`src/rtl/fb_pkg.sv`:
```
// Shared types and helpers for the frame buffer writer and its companions.
package fb_pkg;

  typedef enum logic [1:0] {
    StWaitSync,
    StActive,
    StFull
  } fb_state_e;

  localparam int unsigned PixWDefault = 12;
  localparam int unsigned HResDefault = 320;
  localparam int unsigned VResDefault = 240;

  function automatic int unsigned frame_pix(input int unsigned h_res, input int unsigned v_res);
    return h_res * v_res;
  endfunction

  function automatic int unsigned bank_base(input logic bank, input int unsigned frame_pixels);
    return bank ? frame_pixels : 0;
  endfunction

endpackage

```
`src/rtl/frame_buffer_writer_if.sv`:
```
// Pixel-in / BRAM-write-out bundle between the scaler, the writer and the display side.
interface frame_buffer_writer_if #(
  parameter int unsigned PIX_W  = 12,
  parameter int unsigned ADDR_W = 18
);
  logic              scaled_valid;
  logic [PIX_W-1:0]  scaled_data;
  logic              clr_err;
  logic [ADDR_W-1:0] bram_addr;
  logic [PIX_W-1:0]  bram_data;
  logic              bram_we;
  logic              disp_bank;
  logic              frame_done;
  logic              err_short;
  logic              err_long;

  modport master (
    output scaled_valid, scaled_data, clr_err,
    input  bram_addr, bram_data, bram_we, disp_bank, frame_done, err_short, err_long
  );

  modport slave (
    input  scaled_valid, scaled_data, clr_err,
    output bram_addr, bram_data, bram_we, disp_bank, frame_done, err_short, err_long
  );
endinterface

```
`src/rtl/sync_edge_det.sv`:
```
// Multi-flop synchronizer for an asynchronous level followed by a registered rising-edge pulse.
module sync_edge_det #(
  parameter int unsigned Stages = 2
) (
  input  logic clk_i,
  input  logic rst_ni,
  input  logic async_i,
  output logic pulse_o
);

  logic [Stages-1:0] sync_q, sync_d;
  logic              prev_q, prev_d;
  logic              pulse_q, pulse_d;

  always_comb begin
    sync_d  = {sync_q[Stages-2:0], async_i};
    prev_d  = sync_q[Stages-1];
    pulse_d = sync_q[Stages-1] & ~prev_q;
  end

  always_ff @(posedge clk_i or negedge rst_ni) begin
    if (!rst_ni) begin
      sync_q  <= '0;
      prev_q  <= 1'b0;
      pulse_q <= 1'b0;
    end else begin
      sync_q  <= sync_d;
      prev_q  <= prev_d;
      pulse_q <= pulse_d;
    end
  end

  assign pulse_o = pulse_q;

endmodule

```
`src/rtl/frame_buffer_writer.sv`:
```
// Writes scaled pixels into a one- or two-bank frame buffer and publishes only complete frames.
module frame_buffer_writer
  import fb_pkg::*;
#(
  parameter int unsigned PIX_W       = PixWDefault,
  parameter int unsigned H_RES       = HResDefault,
  parameter int unsigned V_RES       = VResDefault,
  parameter int unsigned NUM_BANKS   = 2,
  parameter int unsigned ADDR_W      = 18,
  parameter int unsigned SYNC_STAGES = 2
) (
  input logic                  clk,
  input logic                  rst_n,
  input logic                  frame_sync,
  frame_buffer_writer_if.slave bus
);

  localparam int unsigned FRAME_PIX = frame_pix(H_RES, V_RES);
  localparam int unsigned CntW      = (FRAME_PIX > 1) ? $clog2(FRAME_PIX) : 1;

  if (NUM_BANKS != 1 && NUM_BANKS != 2) begin : g_bad_banks
    $error("frame_buffer_writer: NUM_BANKS must be 1 or 2");
  end
  if ((64'd1 << ADDR_W) < 64'(NUM_BANKS) * 64'(FRAME_PIX)) begin : g_bad_addr_w
    $error("frame_buffer_writer: ADDR_W too small for NUM_BANKS*FRAME_PIX");
  end
  if (SYNC_STAGES < 2) begin : g_bad_sync
    $error("frame_buffer_writer: SYNC_STAGES must be at least 2");
  end

  logic sof;

  sync_edge_det #(
    .Stages(SYNC_STAGES)
  ) u_sync (
    .clk_i  (clk),
    .rst_ni (rst_n),
    .async_i(frame_sync),
    .pulse_o(sof)
  );

  fb_state_e         state_q, state_d;
  logic [CntW-1:0]   pix_cnt_q, pix_cnt_d;
  logic              wr_bank_q, wr_bank_d;
  logic              disp_bank_q, disp_bank_d;
  logic              frame_done_q, frame_done_d;
  logic              err_short_q, err_short_d;
  logic              err_long_q, err_long_d;
  logic [ADDR_W-1:0] bram_addr_q, bram_addr_d;
  logic [PIX_W-1:0]  bram_data_q, bram_data_d;
  logic              bram_we_q, bram_we_d;

  always_comb begin
    state_d      = state_q;
    pix_cnt_d    = pix_cnt_q;
    wr_bank_d    = wr_bank_q;
    disp_bank_d  = disp_bank_q;
    frame_done_d = 1'b0;
    bram_we_d    = 1'b0;
    bram_addr_d  = bram_addr_q;
    bram_data_d  = bram_data_q;
    // Clear first so that a same-cycle set below takes priority.
    err_short_d  = err_short_q & ~bus.clr_err;
    err_long_d   = err_long_q & ~bus.clr_err;

    case (state_q)
      StWaitSync: begin
        if (sof) begin
          state_d   = StActive;
          pix_cnt_d = '0;
        end
      end
      StActive: begin
        if (sof) begin
          // Frame cut short: restart in the same bank without publishing.
          err_short_d = 1'b1;
          pix_cnt_d   = '0;
        end else if (bus.scaled_valid) begin
          bram_we_d   = 1'b1;
          bram_addr_d = ADDR_W'(bank_base(wr_bank_q, FRAME_PIX)) + ADDR_W'(pix_cnt_q);
          bram_data_d = bus.scaled_data;
          if (pix_cnt_q == CntW'(FRAME_PIX - 1)) begin
            state_d = StFull;
          end else begin
            pix_cnt_d = pix_cnt_q + CntW'(1);
          end
        end
      end
      StFull: begin
        if (sof) begin
          disp_bank_d  = wr_bank_q;
          frame_done_d = 1'b1;
          wr_bank_d    = (NUM_BANKS == 2) ? ~wr_bank_q : wr_bank_q;
          state_d      = StActive;
          pix_cnt_d    = '0;
        end else if (bus.scaled_valid) begin
          err_long_d = 1'b1;
        end
      end
      default: begin
        state_d   = StWaitSync;
        pix_cnt_d = '0;
      end
    endcase
  end

  always_ff @(posedge clk or negedge rst_n) begin
    if (!rst_n) begin
      state_q      <= StWaitSync;
      pix_cnt_q    <= '0;
      wr_bank_q    <= 1'b0;
      disp_bank_q  <= 1'b0;
      frame_done_q <= 1'b0;
      err_short_q  <= 1'b0;
      err_long_q   <= 1'b0;
      bram_addr_q  <= '0;
      bram_data_q  <= '0;
      bram_we_q    <= 1'b0;
    end else begin
      state_q      <= state_d;
      pix_cnt_q    <= pix_cnt_d;
      wr_bank_q    <= wr_bank_d;
      disp_bank_q  <= disp_bank_d;
      frame_done_q <= frame_done_d;
      err_short_q  <= err_short_d;
      err_long_q   <= err_long_d;
      bram_addr_q  <= bram_addr_d;
      bram_data_q  <= bram_data_d;
      bram_we_q    <= bram_we_d;
    end
  end

  assign bus.bram_addr  = bram_addr_q;
  assign bus.bram_data  = bram_data_q;
  assign bus.bram_we    = bram_we_q;
  assign bus.disp_bank  = disp_bank_q;
  assign bus.frame_done = frame_done_q;
  assign bus.err_short  = err_short_q;
  assign bus.err_long   = err_long_q;

endmodule

```
`src/flat_wrapper.sv`:
```
// flat-port wrapper written by rule: the top's interface ports become plain ports
module frame_buffer_writer_flat import fb_pkg::*;
#(
  parameter int unsigned PIX_W       = PixWDefault,
  parameter int unsigned H_RES       = HResDefault,
  parameter int unsigned V_RES       = VResDefault,
  parameter int unsigned NUM_BANKS   = 2,
  parameter int unsigned ADDR_W      = 18,
  parameter int unsigned SYNC_STAGES = 2
)
  (clk, rst_n, frame_sync, bus_scaled_valid, bus_scaled_data, bus_clr_err, bus_bram_addr, bus_bram_data, bus_bram_we, bus_disp_bank, bus_frame_done, bus_err_short, bus_err_long);
  frame_buffer_writer_if #(.PIX_W(PIX_W), .ADDR_W(ADDR_W)) bus_i ();
  input logic clk;
  input logic rst_n;
  input logic frame_sync;
  input wire logic [$bits(bus_i.scaled_valid)-1:0] bus_scaled_valid;
  input wire logic [$bits(bus_i.scaled_data)-1:0] bus_scaled_data;
  input wire logic [$bits(bus_i.clr_err)-1:0] bus_clr_err;
  output wire logic [$bits(bus_i.bram_addr)-1:0] bus_bram_addr;
  output wire logic [$bits(bus_i.bram_data)-1:0] bus_bram_data;
  output wire logic [$bits(bus_i.bram_we)-1:0] bus_bram_we;
  output wire logic [$bits(bus_i.disp_bank)-1:0] bus_disp_bank;
  output wire logic [$bits(bus_i.frame_done)-1:0] bus_frame_done;
  output wire logic [$bits(bus_i.err_short)-1:0] bus_err_short;
  output wire logic [$bits(bus_i.err_long)-1:0] bus_err_long;
  assign bus_i.scaled_valid = bus_scaled_valid;
  assign bus_i.scaled_data = bus_scaled_data;
  assign bus_i.clr_err = bus_clr_err;
  assign bus_bram_addr = bus_i.bram_addr;
  assign bus_bram_data = bus_i.bram_data;
  assign bus_bram_we = bus_i.bram_we;
  assign bus_disp_bank = bus_i.disp_bank;
  assign bus_frame_done = bus_i.frame_done;
  assign bus_err_short = bus_i.err_short;
  assign bus_err_long = bus_i.err_long;
  frame_buffer_writer #(.PIX_W(PIX_W), .H_RES(H_RES), .V_RES(V_RES), .NUM_BANKS(NUM_BANKS), .ADDR_W(ADDR_W), .SYNC_STAGES(SYNC_STAGES)) u_core (.clk(clk), .rst_n(rst_n), .frame_sync(frame_sync), .bus(bus_i));
endmodule
```
`config.mk`:
```
export PLATFORM = sky130hd
export DESIGN_NAME = frame_buffer_writer_flat
export DESIGN_NICKNAME = d
export VERILOG_FILES = /design/src/rtl/fb_pkg.sv /design/src/rtl/frame_buffer_writer_if.sv /design/src/rtl/sync_edge_det.sv /design/src/rtl/frame_buffer_writer.sv /design/src/flat_wrapper.sv
export SDC_FILE = /design/constraint.sdc
export NUM_CORES = 1
export LEC_CHECK = 0
export ABC_AREA = 1
export CAP_MARGIN = 15
export CORE_MARGIN = 8
export CORE_UTILIZATION = 59
export CTS_BUF_LIST = sky130_fd_sc_hd__clkbuf_2 sky130_fd_sc_hd__clkbuf_4 sky130_fd_sc_hd__clkbuf_8
export CTS_CLUSTER_SIZE = 12
export DETAILED_ROUTE_END_ITERATION = 6
export GPL_ROUTABILITY_DRIVEN = 0
export GPL_TIMING_DRIVEN = 0
export MAX_ROUTING_LAYER = met4
export PLACE_DENSITY = 0.95
export SYNTH_ARGS = -nofsm -noshare
export SYNTH_HDL_FRONTEND = slang
export SYNTH_SLANG_ARGS = --single-unit
```
`constraint.sdc`:
```
create_clock -name clk -period 3.1 [get_ports clk]
set_input_delay 0.465 -clock clk [delete_from_list [all_inputs] [get_ports clk]]
set_output_delay 0.465 -clock clk [all_outputs]
set_load 0.02 [all_outputs]
```
==> implementation parameters <==
Parameter                              Value

Outcome
  Run status ... finished, final reports clean

Drt
  Number of violations reported at the end of detailed-routing iteration 0 ... 233
  Total detailed-routing wirelength ... slightly above 7 mm
  Routed via count divided by cell count ... ~5.3
  Number of detailed-route iterations in the first pass ... 6
  Average wire length per cell after detail routing ... about 14 um
  Number of remaining DRC errors ... 0
  Count of antenna-violating nets left after detailed routing ... 0
  Detailed-route via count ... ~2700

Clock network
  Max Root-Sink Buffers ... 2
  Clock root cell ... sky130_fd_sc_hd__clkbuf_8
  Level count of the clock H-tree ... 3
  CTS Buf Count ... 9
  Setup Fix Bufs, Post-CTS ... 0
  Clock tree from TritonCTS ... yes
  Worst-path clk slew ... 0.07 ns
  Post-cts resize count ... 0
  Insertion delay to the later sink of the worst-skew pair ... 0.34 ns
  CTS Sinks ... 59
  CTS Hold Buffers Added ... 0

Synth
  Synthesized area per cell ... ~8 um2
  Number of enable-type register cells in the synthesized netlist ... 0
  Cell area after synthesis ... ~0.0029 mm2
  Warnings, synthesis ... 0
  Largest area contributor in the netlist ... sky130_fd_sc_hd__dfrtp_1
  Proportion of synthesized chip area in sequential cells ... 0.501
  Total nets after synthesis ... ~400
  Predominant post-synthesis flop cell ... sky130_fd_sc_hd__dfrtp_1
  Flops & latches, synth ... 59
  Area share of the largest cell type after synthesis ... 0.501
  Async set-or-reset flop fraction in the synthesized netlist ... 1.00
  Cell types occupying the most area after synthesis ... sky130_fd_sc_hd__dfrtp_1 (50%), sky130_fd_sc_hd__nand2_1 (18%), sky130_fd_sc_hd__nor2_1 (5.1%), sky130_fd_sc_hd__nand3_1 (4.1%), sky130_fd_sc_hd__inv_1 (3.6%)
  Count of mapped cells out of synthesis ... 372
  Netlist cell types ... 32

Worst setup path
  Slowest stage cell on the critical path ... sky130_fd_sc_hd__dfrtp_1
  CP Data Required Time ... between 3 and 4 ns
  Crit path largest cell delay ... slightly below 0.5 ns
  Top cell family by delay on the critical path ... adder cells
  Startpoint type of the worst setup path ... flip-flop
  Most used cell along the critical path ... sky130_fd_sc_hd__nand2_1
  Worst path buffer plus inverter count ... 0
  Setup Crit Path Kind ... flip-flop to flip-flop
  Endpoint type of the worst setup path ... flip-flop
  Worst endpoint data arrival time ... 2.04 ns
  Cells traversed along the worst timing path ... ha_1, fa_1, nand3_1, nand2_1, nand2_1, xor2_1, o21ai_1
  Critical-path maximum fanout ... 6

STA
  Final setup slack of the worst path ... 1.28 ns
  Remaining max-slew budget at the tightest pin ... 0.735
  Pins Over Slew Limit ... 0
  Shortest clock period the worst path allows after layout ... between 1.5 and 2 ns
  Max Clock Skew ... ~0.0083 ns
  Setup repair after global routing missed its margin ... no
  Portion of the clock cycle consumed by the worst path in the final layout ... 0.587
  Final Hold Vio Count ... 0
  Maximum clock frequency ... between 0.5 and 0.6 GHz
  Actual transition at the worst max-transition pin ... roughly 0.40 ns
  Setup violations, final ... 0

Place
  Placed inst area ... about 0.0036 mm2
  Placed cell count ... between 400 and 500
  Estimated wirelength of the detail-placed design ... 5.31 mm
  Port Buffers ... 51
  Post-placement setup slack ... 1.28 ns

Global route
  Total global-route track usage ... 0.211
  Via count of the first global-routing pass ... around 2700
  Residual overflow from global routing ... 0
  Maximum number of pins on one net before global-route repair ... 44
  Wire length of the first global-routing pass ... 12.0 mm
  Initial antenna violation count ... 0

Power and ir drop
  Gate power share ... 0.163
  Switching power total ... approximately 530 uW
  Power Dens Cells ... roughly 530 mW/mm2
  Peak supply drop ... roughly 0.00032 V
  Internal ... 1470 uW
  Clock group share of total power ... 0.398
  Proportion of total power due to net switching ... 0.267
  Reg power frac ... 0.439
  Pleak ... 0.00183 uW

Final layout
  Net total in the final layout ... 458
  Fraction of layout instances using a drive strength above 1 ... 0.109
  Number of filler cells placed in the layout ... 319
  Most frequent cells in the layout ... sky130_fd_sc_hd__nand2_1 (139), sky130_fd_sc_hd__dfrtp_1 (59), sky130_fd_sc_hd__clkdlybuf4s50_1 (50), sky130_fd_sc_hd__nor2_1 (40), sky130_fd_sc_hd__inv_1 (28)
  Synth-to-Final Area Change ... 28.3%
  Most common cell after layout, fill and taps aside ... sky130_fd_sc_hd__nand2_1
  Non-filler instance count after layout ... ~500
  N_diodes ... 0
  Finished Cell Area ... roughly 0.0038 mm2

Floorplan
  Number of standard-cell rows in the floorplan ... 25
  Die H ... around 87 um
  Count of pins on the block boundary ... between 50 and 60
  Initial Utilization ... 0.616
  Core Footprint ... between 0.004 and 0.005 mm2
  Area of the die ... approximately 0.0075 mm2
  DIE WIDTH ... 86.7 um

Worst hold path
  Worst Hold Class ... primary input to asynchronous set/reset pin

Flow run
  Max Cap Viol ... 0
==> final timing paths <==
kind	start	end	slack, ns	cells past startpoint
min reg2reg	u_core.u_sync.sync_q[0]	u_core.u_sync.sync_q[1]	0.36	0
min	rst_n	u_core.bus.bram_data[11]	0.04	1
max reg2reg	u_core.wr_bank_q	u_core.bus.bram_addr[16]	1.28	7
min in group clk	u_core.u_sync.sync_q[0]	u_core.u_sync.sync_q[1]	0.36	0
max in group asynchronous	rst_n	u_core.pix_cnt_q[0]	2.51	2
max	u_core.wr_bank_q	u_core.bus.bram_addr[16]	1.28	7
==> sequential cells by signal (all words and copies together), names as in the netlist, 2 cells and up <==
name / cells
u_core.state_q: 2
u_core.pix_cnt_q: 17
u_core.bus.bram_data: 12
u_core.u_sync.sync_q: 2
u_core.bus.bram_addr: 18
==> Yosys cell counts (2+ instances only) <==
master	n
sky130_fd_sc_hd__xnor2_1	2
sky130_fd_sc_hd__nand3_1	24
sky130_fd_sc_hd__nor2_1	40
sky130_fd_sc_hd__buf_2	9
sky130_fd_sc_hd__o21ai_0	9
sky130_fd_sc_hd__xor2_1	2
sky130_fd_sc_hd__nor2_4	2
sky130_fd_sc_hd__nand4_1	3
sky130_fd_sc_hd__ha_1	5
sky130_fd_sc_hd__nand2_4	3
sky130_fd_sc_hd__inv_2	6
sky130_fd_sc_hd__nand2_1	139
sky130_fd_sc_hd__buf_4	2
sky130_fd_sc_hd__o21ai_1	14
sky130_fd_sc_hd__inv_1	28
sky130_fd_sc_hd__nand2_2	2
sky130_fd_sc_hd__dfrtp_1	59
sky130_fd_sc_hd__a21oi_1	9
==> through the flow <==
step                setup TNS [ns]  utilization  hold WS, ns  total power, uW
floorplan                        0            -        0.169             1040
global placement             -9.28        0.740        0.334             1200
detailed placement               0        0.744        0.338             1210
CTS                              0        0.791       0.0509             2000
global route                     0        0.791       0.0642             2080
finish                           0        0.791       0.0402             2000
==> power by group through the flow <==
stage / Clock [uW] / Sequential, uW / Combinational [uW]
3_3_place_gp: 0 / 884 / 313
6_report: 796 / 877 / 325
5_1_grt: 844 / 882 / 355
3_5_place_dp: 0 / 888 / 325
2_1_floorplan: 0 / 938 / 107
4_1_cts: 798 / 875 / 328
==> final cells by class <==
type,instances,area [um2],share of cell area
flip-flops and latches,59,1480,0.390
clock inverters,5,75.1,0.0198
inverters,35,133,0.0350
clock buffers,11,151,0.0400
repair buffers,52,526,0.139
well taps,67,83.8,0.0221
multi-input cells,265,1250,0.331
plain buffers,13,86.3,0.0228
==> metal layers <==
metal | up-vias | part of all wire | track usage
met1 | 1252 | 0.42 | 0.235
met5 | - | 0 | -
met4 | 0 | 0.020 | 0.0829
li1 | 1287 | - | -
met2 | 125 | 0.48 | 0.347
met3 | 21 | 0.084 | 0.0633
==> worst register-to-register path: stages, from the launching register on <==
cell and delay [ns]:
sky130_fd_sc_hd__dfrtp_1 0.49, sky130_fd_sc_hd__ha_1 0.28, sky130_fd_sc_hd__fa_1 0.42, sky130_fd_sc_hd__nand3_1 0.11, sky130_fd_sc_hd__nand2_1 0.08, sky130_fd_sc_hd__nand2_1 0.09, sky130_fd_sc_hd__xor2_1 0.16, sky130_fd_sc_hd__o21ai_1 0.07
==> cell families after synthesis <==
logic type               Yosys count  synth area share
AND/OR/NAND/NOR                  219             0.321
adder cells (fa/ha/maj)            6            0.0280
buffers and inverters             48            0.0742
flip-flops                        59             0.501
XOR/XNOR                           4            0.0119
AO/OA/AOI/OAI                     36            0.0645
No activity file was read; power rests on OpenSTA's default activity.
